### config.mk
export PLATFORM = sky130hd
export DESIGN_NAME = pht_access_scheduler
export DESIGN_NICKNAME = d
export VERILOG_FILES = /design/src/rtl/pht_access_scheduler.sv
export SDC_FILE = /design/constraint.sdc
export NUM_CORES = 1
export LEC_CHECK = 0
export CORE_MARGIN = 2
export CORE_UTILIZATION = 41
export DETAILED_ROUTE_END_ITERATION = 10
export PLACE_DENSITY = 0.66
export SYNTH_ARGS = -nofsm -noshare
export SYNTH_HDL_FRONTEND = slang
export SYNTH_SLANG_ARGS = --single-unit
### constraint.sdc
create_clock -name clk -period 7.3 [get_ports clk]
set_clock_uncertainty 0.2 [all_clocks]
set_input_delay 2.19 -clock clk [delete_from_list [all_inputs] [get_ports clk]]
set_output_delay 2.19 -clock clk [all_outputs]
set_load 0.02 [all_outputs]
### src/rtl/pht_access_scheduler.sv
`default_nettype none
// ============================================================================
// Module   : pht_access_scheduler
// Brief    : Single-port PHT sequencer: fetch lookups, queued RMW updates,
//            and a full-table clear walk after reset or flush.
// Revision : 1.0 - initial release
// ============================================================================
module pht_access_scheduler #(
    parameter int         IWIDTH = 6,
    parameter int         QDEPTH = 4,
    parameter logic [1:0] INIT   = 2'b01
) (
    input  logic              clk,
    input  logic              reset,
    input  logic              flush,
    input  logic              lk_valid,
    input  logic [IWIDTH-1:0] lk_index,
    output logic              lk_grant,
    output logic              pred_valid,
    output logic              pred,
    input  logic              up_valid,
    input  logic [IWIDTH-1:0] up_index,
    input  logic              up_taken,
    output logic              up_ready,
    output logic              busy,
    output logic              tbl_en,
    output logic              tbl_we,
    output logic [IWIDTH-1:0] tbl_index,
    output logic [1:0]        tbl_wdata,
    input  logic [1:0]        tbl_rdata
);

    localparam int                PW         = $clog2(QDEPTH);
    localparam int                CW         = PW + 1;
    localparam logic [CW-1:0]     c_full_cnt = CW'(QDEPTH);
    localparam logic [IWIDTH-1:0] c_last_idx = '1;

    typedef enum logic [1:0] {
        CLEAR  = 2'd0,
        IDLE   = 2'd1,
        UPD_WR = 2'd2
    } state_t;

    state_t            r_state;
    state_t            w_next;

    logic [IWIDTH-1:0] r_clr_idx;
    logic [IWIDTH-1:0] q_index [QDEPTH];
    logic              q_taken [QDEPTH];
    logic [PW-1:0]     r_wr_ptr;
    logic [PW-1:0]     r_rd_ptr;
    logic [CW-1:0]     r_count;
    logic [1:0]        r_hold;
    logic              r_first;
    logic              r_lk_pend;
    logic              r_busy;
    logic              r_up_ready;

    logic              w_full;
    logic              w_empty;
    logic              w_enq;
    logic              w_pop;
    logic              w_upd_rd;
    logic [IWIDTH-1:0] w_head_idx;
    logic              w_head_tk;
    logic [1:0]        w_sat;
    logic [1:0]        w_new;
    logic [CW-1:0]     w_count_nxt;
    logic              w_en;
    logic              w_we;

    assign w_full     = (r_count == c_full_cnt);
    assign w_empty    = (r_count == '0);
    assign w_head_idx = q_index[r_rd_ptr];
    assign w_head_tk  = q_taken[r_rd_ptr];
    assign w_enq      = up_valid && r_up_ready && !flush;

    // Saturating 2-bit counter step applied to the freshly read value.
    always_comb begin
        w_sat = tbl_rdata;
        if (w_head_tk) begin
            if (tbl_rdata != 2'b11) w_sat = tbl_rdata + 2'b01;
        end else begin
            if (tbl_rdata != 2'b00) w_sat = tbl_rdata - 2'b01;
        end
    end

    // After the first UPD_WR cycle the read data is gone; the hold register
    // already carries the updated counter value.
    assign w_new = r_first ? w_sat : r_hold;

    always_comb begin
        w_next    = r_state;
        lk_grant  = 1'b0;
        w_en      = 1'b0;
        w_we      = 1'b0;
        tbl_index = '0;
        tbl_wdata = '0;
        w_pop     = 1'b0;
        w_upd_rd  = 1'b0;
        case (r_state)
            CLEAR: begin
                w_en      = 1'b1;
                w_we      = 1'b1;
                tbl_index = r_clr_idx;
                tbl_wdata = INIT;
                if (r_clr_idx == c_last_idx) w_next = IDLE;
            end
            IDLE: begin
                if (!flush) begin
                    if (!w_full && lk_valid) begin
                        lk_grant  = 1'b1;
                        w_en      = 1'b1;
                        tbl_index = lk_index;
                    end else if (!w_empty) begin
                        w_en      = 1'b1;
                        tbl_index = w_head_idx;
                        w_upd_rd  = 1'b1;
                        w_next    = UPD_WR;
                    end
                end
            end
            UPD_WR: begin
                if (!flush) begin
                    if (!lk_valid || w_full) begin
                        w_en      = 1'b1;
                        w_we      = 1'b1;
                        tbl_index = w_head_idx;
                        tbl_wdata = w_new;
                        w_pop     = 1'b1;
                        w_next    = IDLE;
                    end else begin
                        lk_grant  = 1'b1;
                        w_en      = 1'b1;
                        tbl_index = lk_index;
                    end
                end
            end
            default: w_next = CLEAR;
        endcase
        if (flush) w_next = CLEAR;
    end

    // No table traffic while reset is held.
    assign tbl_en = w_en && !reset;
    assign tbl_we = w_we && !reset;

    always_ff @(posedge clk or posedge reset) begin
        if (reset) r_state <= CLEAR;
        else       r_state <= w_next;
    end

    assign w_count_nxt = r_count + CW'(w_enq) - CW'(w_pop);

    always_ff @(posedge clk or posedge reset) begin
        if (reset) begin
            r_clr_idx  <= '0;
            r_wr_ptr   <= '0;
            r_rd_ptr   <= '0;
            r_count    <= '0;
            r_hold     <= '0;
            r_first    <= 1'b0;
            r_lk_pend  <= 1'b0;
            r_busy     <= 1'b1;
            r_up_ready <= 1'b1;
        end else if (flush) begin
            r_clr_idx  <= '0;
            r_wr_ptr   <= '0;
            r_rd_ptr   <= '0;
            r_count    <= '0;
            r_first    <= 1'b0;
            r_lk_pend  <= 1'b0;
            r_busy     <= 1'b1;
            r_up_ready <= 1'b1;
        end else begin
            if (r_state == CLEAR) r_clr_idx <= r_clr_idx + 1'b1;
            if (w_enq)            r_wr_ptr  <= r_wr_ptr + 1'b1;
            if (w_pop)            r_rd_ptr  <= r_rd_ptr + 1'b1;
            r_count    <= w_count_nxt;
            r_up_ready <= (w_count_nxt != c_full_cnt);
            if (r_state == UPD_WR && r_first && !w_pop) r_hold <= w_new;
            r_first    <= w_upd_rd;
            r_lk_pend  <= lk_grant;
            r_busy     <= (w_next == CLEAR);
        end
    end

    always_ff @(posedge clk) begin
        if (w_enq) begin
            q_index[r_wr_ptr] <= up_index;
            q_taken[r_wr_ptr] <= up_taken;
        end
    end

    assign pred_valid = r_lk_pend;
    assign pred       = r_lk_pend & tbl_rdata[1];
    assign up_ready   = r_up_ready;
    assign busy       = r_busy;

endmodule
`default_nettype wire

After elaboration in Yosys (flattened, before gate mapping)
Memory sizes are Yosys's and may differ from the RTL's.
Cells that the tools add are included.
- add/subtract/negate cells: 7
- eq/ne operators: 6
- mux-type cells: 48
- reductions and logical operators: 21
- bitwise gates (word level): 2
- operator list (kind ; number):
    2-to-1 mux 6 bit ; 7
    2-to-1 mux 2 bit ; 15
    2-to-1 mux 1 bit ; 19
    case mux 6 bit (3 select lines) ; 1
    nonzero test 2 bit ; 4
    logical AND 1 bit ; 7
    adder 2 x 1 -> 2 bit (second input constant) ; 3
    adder 6 x 1 -> 6 bit (second input constant) ; 1
    == test 6 bit (second input constant) ; 1
    case mux 2 bit (3 select lines) ; 1
    zero test 1 bit ; 5
    zero test 2 bit ; 2
    case mux 1 bit (2 select lines) ; 2
    case mux 2 bit (2 select lines) ; 1
    adder 3 x 1 -> 3 bit ; 1
    == test 3 bit (second input constant) ; 1
    zero test 3 bit ; 1
    2-to-1 mux 3 bit ; 1
    inequality test 3 bit (second input constant) ; 1
    case mux 1 bit (3 select lines) ; 1
    subtractor 3 x 1 -> 3 bit ; 1
    == test 2 x 1 -> 1 bit (second input constant) ; 1
    == test 2 bit (second input constant) ; 1
    inequality test 2 bit (second input constant) ; 1
    5 further kinds ; 5
- flip-flop bits (word level): 21
- output and inout bits: 15
- word-level logic and storage cells: 96
- bits in writable memories: 28
- memories kept: 2
- memories (name ; depth ; bits a word ; rd ports ; clocked after memory_dff ; wr ports ; line ; RTL):
    q_index ; 4 ; 6 ; 1 ; 0 ; 1 ; 48 ; logic [IWIDTH-1:0] q_index [QDEPTH];
    q_taken ; 4 ; 1 ; 1 ; 0 ; 1 ; 49 ; logic q_taken [QDEPTH];

Logic depth before layout (Yosys ltp)
Gate-level depths: netlist of the first run.
- depth in word-level cells: 8
- depth in mapped cells: 13
- gate-level depth less buffers: 13

Worst setup path after synthesis of the first run
OpenSTA, ideal clock, no wires.
- path type: input port to output port
- start: input flush
- end: output tbl_index[0]
- path buffers: 1
- arrival: 3.422 ns
- setup slack: 1.488 ns
- required time: 4.910 ns
- cell stages on the path: 5
- cell sequence: clkbuf_1 or2_1 nor2_1 o21ai_1 o21ai_0
- cells in the longest elaborated chain, start to end: 2
- elaborated cells between the ends (all ways): 3
- RTL lines (element ; line ; RTL):
    from (decl) ; 15 ; input logic flush,
    2-to-1 mux 6 bit, on equally long branches ; 124, 110 ;
    case mux 6 bit (3 select lines) * ; 101 ; case (r_state)
    to (decl) ; 28 ; output logic [IWIDTH-1:0] tbl_index,
Mark *: on every way between the ends. The rest lies on a longest branch, timed or not.

Final worst setup path of the first run
- start: input flush
- end: output tbl_index[3]
Same word-level chain as after synthesis.

==> reports/results.tsv, run 1 <==
stage	metric	value	unit
yosys	ys_seq_area_frac	0.558	
sta	layout_min_cycle_time	6600	ps
route	via_count	1598	
global_route	top_usage_layer	met2	
route	viasPerCell	5.19	
placement	dp_slack	691	ps
floorplanning	die_area	6620	sq um
global_route	grt_usage	0.158	
critical_path	rrSetupSlack	4330	ps
global_route	use_met1	0.204	
yosys	synthMostInstantiatedCell	edfxtp_1	
route	remaining_drc_errors	0	
finish	area_growth	22.6	%
global_route	grt_use_met2	0.262	
outcome	status	finished, final reports clean	
critical_path	reg2reg_to	up_ready	
yosys	syn_nets	228	
sta	fmax	152	MHz
global_route	grt_start_max_net_pins	22	
yosys	synthSimpleGateAreaFrac	0.120	
global_route	antenna_found_initial	0	
yosys	yosysTopAreaCellShare	0.343	
finish	drive_above_1_share	0.107	
critical_path	reg2reg_from	r_state[0]	
finish	nets	264	
clock_network	cts_tree	yes	
critical_path	required	4910	ps
yosys	synth_fa_ha_area_frac	0.0688	
worst_hold_path	hp-start	r_hold[1]	
route	drt_iter0_drc	127	
finish	diodes	0	
sta	worstMarginPinSlew	787	ps
finish	fillers	510	
critical_path	cp_max_fo	6	
yosys	netlist_instances	196	
yosys	synth_mux_area_frac	0.0882	
critical_path	start_kind	input port	
pwr	ir_worst_vdd	0.0000958	V
clock_network	cts_buffer_depth	2	
sta	tns	0	ps
pwr	p_leak	0.00117	uW
clock_network	root_buffer	clkbuf_8	
critical_path	path_class	in -> out	
job	max-cap-violations	0	
yosys	synth.cell_area	2450	sq um
sta	hold_violations	0	
placement	place_hpwl	3.50	mm
placement	globalplace.congestion	0.789	
floorplanning	coreArea	5850	sq um
yosys	synth_largest_area_cell	edfxtp_1	
floorplanning	io_pins	35	
critical_path	cp_data_arrival_time	4210	ps
clock_network	cts_made_buffers	5	
clock_network	post_cts_buffers	0	
sta	rsz0062_at_grt	no	
floorplanning	fp.dieW	81.4	um
floorplanning	die_h	81.4	um
clock_network	cts.repair.resized	0	
floorplanning	initial_utilization	0.420	
sta	final-setup-viol-count	0	
yosys	synth-main-ff-cell	edfxtp_1	
finish	final_cells	308	
route	wl_per_cell	15.2	um
critical_path	r2r_cells	13	
yosys	ys_warn_count	0	
sta	slew_headroom	0.475	
placement	place_inst	300	
critical_path	critPathCaptureType	output port	
yosys	avgSynthCellArea	12.5	sq um
route	drt.antenna.violating_nets	0	
global_route	grt-ovfl-total	0	
sta	worst_slack	701	ps
placement	port_buffers	34	
clock_network	clock_latency	300	ps
clock_network	path_clk_slew	90	ps
yosys	ys_top_cells_by_area	edfxtp_1 34%, dfrtp_1 19%, ha_1 5.6%	
yosys	synth_compound_area_frac	0.101	
global_route	grt_pass1_vias	1636	
clock_network	cts_sinks	49	
clock_network	htreeDepth	2	
yosys	synth_seq_cells	49	
sta	fin_worst_hold_slack	316	ps
worst_hold_path	whs_endpoint	r_hold[1]	
global_route	met3_usage	0.0333	
pwr	p_total	596	uW
route	drt_pass1_iterations	4	
worst_hold_path	worstHoldPathCells	1	
route	wl	4.68	mm
worst_hold_path	hold_class	reg -> reg	
yosys	synthXorXnorAreaFrac	0.0285	
pwr	p_per_area	198	nW/um^2
global_route	grt_pass1_wl	7.80	mm
sta	slew_viol_final	0	
yosys	synthArstFlopShare	0.429	
yosys	synth-edff-count	28	
sta	fin_crit_sh	0.904	
yosys	synth_top_family_by_area	simple AND/OR/NAND/NOR gates	
clock_network	cts_hold_buf	0	
yosys	ys_top_cells_by_count	28 x edfxtp_1, 20 x nor2_1, 19 x dfrtp_1, 14 x inv_1, 12 x o21ai_0	
floorplanning	num_rows	28	
yosys	synth_cell_types	49	
[logic make-up (layout without fill, tap and decap cells)]
family                     count (synthesis)  count (layout)
buffers and inverters                     22              59
muxes                                     12              12
adders and majority gates                 13              13
xor gates and xnor gates                   8               8
DFF                                       49              49
and+or+nand+nor                           54              54
AOI/OAI and AO/OA                         38              38
[layer usage]
metal  wire length, um  up-vias  part of all wire
li1                  -      781                 -
met1              2120      778              0.45
met2              2280       33              0.49
met3               207        6             0.044
met4                68        0             0.015
met5                 0        -                 0
[stage by stage]
stage	utilization	cell area (sq um)
finish	0.515	3010
global route	0.515	3010
CTS	0.515	3010
detailed placement	0.491	2870
global placement	0.491	2870
floorplan	-	2450
[registers in the layout, summed over array words and instances (netlist names)]
signal	cells
q_index	24
r_clr_idx	6
q_taken	4
r_count	3
r_hold	2
r_rd_ptr	2
r_state	2
r_wr_ptr	2
busy	1
pred_valid	1
r_first	1
up_ready	1
[layout make-up]
class / instances / area, sq um / area share
multi-input cells: 125 / 998 / 0.332
flip-flops and latches: 49 / 1370 / 0.455
clock buffers: 5 / 68.8 / 0.0229
well taps: 75 / 93.8 / 0.0312
inverters: 15 / 56.3 / 0.0187
clock inverters: 3 / 68.8 / 0.0229
repair buffers: 36 / 355 / 0.118
[power by group]
part           switching (uW)  total [uW]  internal (uW)
sequential               7.32         311            303
combinational            28.2        55.7           27.5
clock                    91.6         229            138
[worst max path at each step]
stage	endpoint	depth (start not counted)	slack, ps	startpoint
floorplan	tbl_index[0]	5	1490	flush
global placement	tbl_index[2]	6	730	flush
detailed placement	tbl_index[1]	6	690	flush
CTS	tbl_index[1]	6	690	flush
global route	tbl_index[5]	6	540	flush
finish	tbl_index[3]	6	700	flush
[cell usage in the layout, fill, tap and decap left out, types with 4 or more instances in the layout]
| cell type | n |
|---|---|
| a21oi_1 | 5 |
| a22oi_1 | 6 |
| and2_1 | 6 |
| clkbuf_8 | 5 |
| clkdlybuf4s50_1 | 34 |
| dfrtp_1 | 19 |
| edfxtp_1 | 28 |
| ha_1 | 11 |
| inv_1 | 14 |
| mux4_2 | 6 |
| nand2_1 | 6 |
| nand3_1 | 4 |
| nor2_1 | 20 |
| nor3_1 | 4 |
| o21ai_0 | 12 |
| xor2_1 | 6 |
[critical path: stages]
cell and delay, ps:
clkdlybuf4s50_1 470, or2_1 330, nor4_4 380, a22oi_1 120, o21ai_0 100, clkdlybuf4s50_1 620
Note: power is estimated with default switching activity, not from simulation.
==> run 2, diff against run 1 <==
--- a/config.mk
+++ b/config.mk
@@ -5,10 +5,10 @@
 export SDC_FILE = /design/constraint.sdc
 export NUM_CORES = 1
 export LEC_CHECK = 0
-export CORE_MARGIN = 2
-export CORE_UTILIZATION = 41
+export CORE_UTILIZATION = 58
 export DETAILED_ROUTE_END_ITERATION = 10
-export PLACE_DENSITY = 0.66
+export PLACE_DENSITY = 0.87
+export REMOVE_ABC_BUFFERS = 1
 export SYNTH_ARGS = -nofsm -noshare
 export SYNTH_HDL_FRONTEND = slang
 export SYNTH_SLANG_ARGS = --single-unit
==> run 2 against run 1 <==
Effect of this change:
- design area fell by 2.5%
- core utilization rose by 21 points
- worst setup slack got worse by 97 ps
- routed wire length fell by 1.1%
- fmax fell by 1.4%
- register-to-register slack barely moved
- flip-flop and latch count did not move
- final cell count fell by 8.1%
- worst hold slack improved by 11 ps
- combinational power rose by 2%
- critical path type unchanged
- critical endpoint is now tbl_index[1]
- highest routed layer unchanged
==> reports/results.tsv, run 2 (synthesis gave the netlist of run 1 again) <==
stage	metric	value	unit
outcome	status	finished, final reports clean	
sta	fmax	149	MHz
clock_network	clock_latency	300	ps
sta	final-setup-viol-count	0	
route	viasPerCell	5.78	
sta	slew_headroom	0.468	
floorplanning	io_pins	35	
critical_path	critPathCaptureType	output port	
critical_path	crit_path_frequent_cell	clkdlybuf4s50_1	
sta	layout_min_cycle_time	6700	ps
pwr	p_seq_frac	0.585	
clock_network	post_cts_buffers	0	
pwr	p_per_area	181	nW/um^2
global_route	grt-ovfl-total	0	
worst_hold_path	hold_class	reg -> reg	
critical_path	cp_data_arrival_time	4310	ps
clock_network	cts_buffer_depth	2	
finish	design_area	2940	sq um
floorplanning	num_rows	23	
clock_network	cts_sinks	49	
critical_path	path_buf_inv	2	
clock_network	cts_made_buffers	5	
global_route	grt_pass1_vias	1593	
route	drt.antenna.violating_nets	0	
clock_network	htreeDepth	2	
critical_path	cp_max_fo	6	
finish	largest_reg_flops	24	
critical_path	crit_family	buffers and inverters	
sta	fin_worst_hold_slack	327	ps
critical_path	slowest_stage	clkdlybuf4s50_1	
sta	worstMarginPinSlew	798	ps
finish	nets	264	
route	remaining_drc_errors	0	
finish	fillers	287	
placement	globalplace.congestion	0.885	
sta	slew_viol_final	0	
route	wl	4.63	mm
placement	place_hpwl	3.40	mm
sta	rsz0062_at_grt	no	
route	via_count	1636	
route	wl_per_cell	16.4	um
finish	regMostFlops	q_index	
floorplanning	fp.dieW	67.1	um
sta	hold_violations	0	
placement	port_buffers	34	
sta	tns	0	ps
critical_path	required	4910	ps
pwr	p_comb_frac	0.107	
global_route	grt_pass1_wl	7.58	mm
finish	drive_above_1_share	0.107	
finish	area_growth	19.6	%
job	max-cap-violations	0	
finish	layout_common_cells	34 x clkdlybuf4s50_1, 28 x edfxtp_1, 20 x nor2_1, 19 x dfrtp_1, 14 x inv_1	
pwr	p_leak	0.00114	uW
sta	fin_crit_sh	0.917	
pwr	ir_worst_vdd	0.000112	V
critical_path	cp_slowest_stage_delay	650	ps
pwr	p_sw_frac	0.247	
global_route	grt_usage	0.235	
pwr	p_int	400	uW
placement	placed_area	2840	sq um
floorplanning	die_h	67.1	um
finish	diodes	0	
clock_network	root_buffer	clkbuf_8	
pwr	clockPowerShare	0.309	
floorplanning	die_area	4500	sq um
floorplanning	initial_utilization	0.609	
route	drt_pass1_iterations	4	
critical_path	path_class	in -> out	
clock_network	cts.repair.resized	0	
clock_network	cts_hold_buf	0	
pwr	netSwitchingPower	131	uW
critical_path	path_cells	clkdlybuf4s50_1 -> or2_1 -> nor4_4 -> a22oi_1 -> o21ai_0 -> clkdlybuf4s50_1	
finish	top_regs	q_index x24, r_clr_idx x6, q_taken x4	
route	drt_iter0_drc	143	
critical_path	start_kind	input port	
finish	final_common_cell	clkdlybuf4s50_1	
global_route	antenna_found_initial	0	
floorplanning	coreArea	4030	sq um
clock_network	cts_tree	yes	
clock_network	path_clk_slew	90	ps
global_route	grt_start_max_net_pins	22	
run 2: changes by cell type in the layout (fill, tap and decap cells not counted), sizes merged:
cell,previous run,this run
clkinvlp,0,1
bufinv,2,0
clkinv,0,1
run 2: layer usage:
metal | vias up | GRT usage | routed length (um)
met5 | - | 0 | 0
met2 | 51 | 0.370 | 2240
met4 | 0 | 0.0824 | 60
met1 | 796 | 0.324 | 2090
met3 | 7 | 0.0411 | 239
li1 | 782 | - | -
run 2: final cells by class:
class | instances | area (sq um) | share of cell area
sequential | 49 | 1370 | 0.466
multi-input combinational | 125 | 998 | 0.340
timing repair buffer | 36 | 355 | 0.121
clock buffer | 5 | 68.8 | 0.0234
tap | 50 | 62.6 | 0.0213
inverter | 15 | 56.3 | 0.0192
clock inverter | 3 | 25.0 | 0.00853
run 2: final timing paths:
| path | start | endpoint | slack [ps] | cells past startpoint |
|---|---|---|---|---|
| worst max register to register | r_state[0] | up_ready | 4340 | 13 |
| worst min-delay path | r_hold[0] | r_hold[0] | 330 | 1 |
| worst min register to register | r_hold[0] | r_hold[0] | 330 | 1 |
| worst max-delay path | flush | tbl_index[1] | 600 | 6 |
| max in group asynchronous | reset | r_count[2] | 4210 | 2 |
| min in group asynchronous | reset | r_wr_ptr[0] | 2190 | 2 |
run 2: metrics by stage:
step / power [uW] / util / cells / setup slack (ps)
final: 531 / 0.729 / 283 / 604
after detailed placement: 374 / 0.705 / 275 / 602
after floorplan: 345 / - / 189 / 1660
after CTS: 534 / 0.729 / 283 / 596
after global placement: 371 / 0.705 / 275 / 721
after global routing: 552 / 0.729 / 283 / 529
run 2: power groups by stage:
stage	clock, uW	combinational [uW]	sequential, uW
floorplan	0	29.5	315
global placement	0	55.2	316
detailed placement	0	57.1	317
CTS	166	57.6	311
global route	176	63.4	312
finish	164	56.7	311
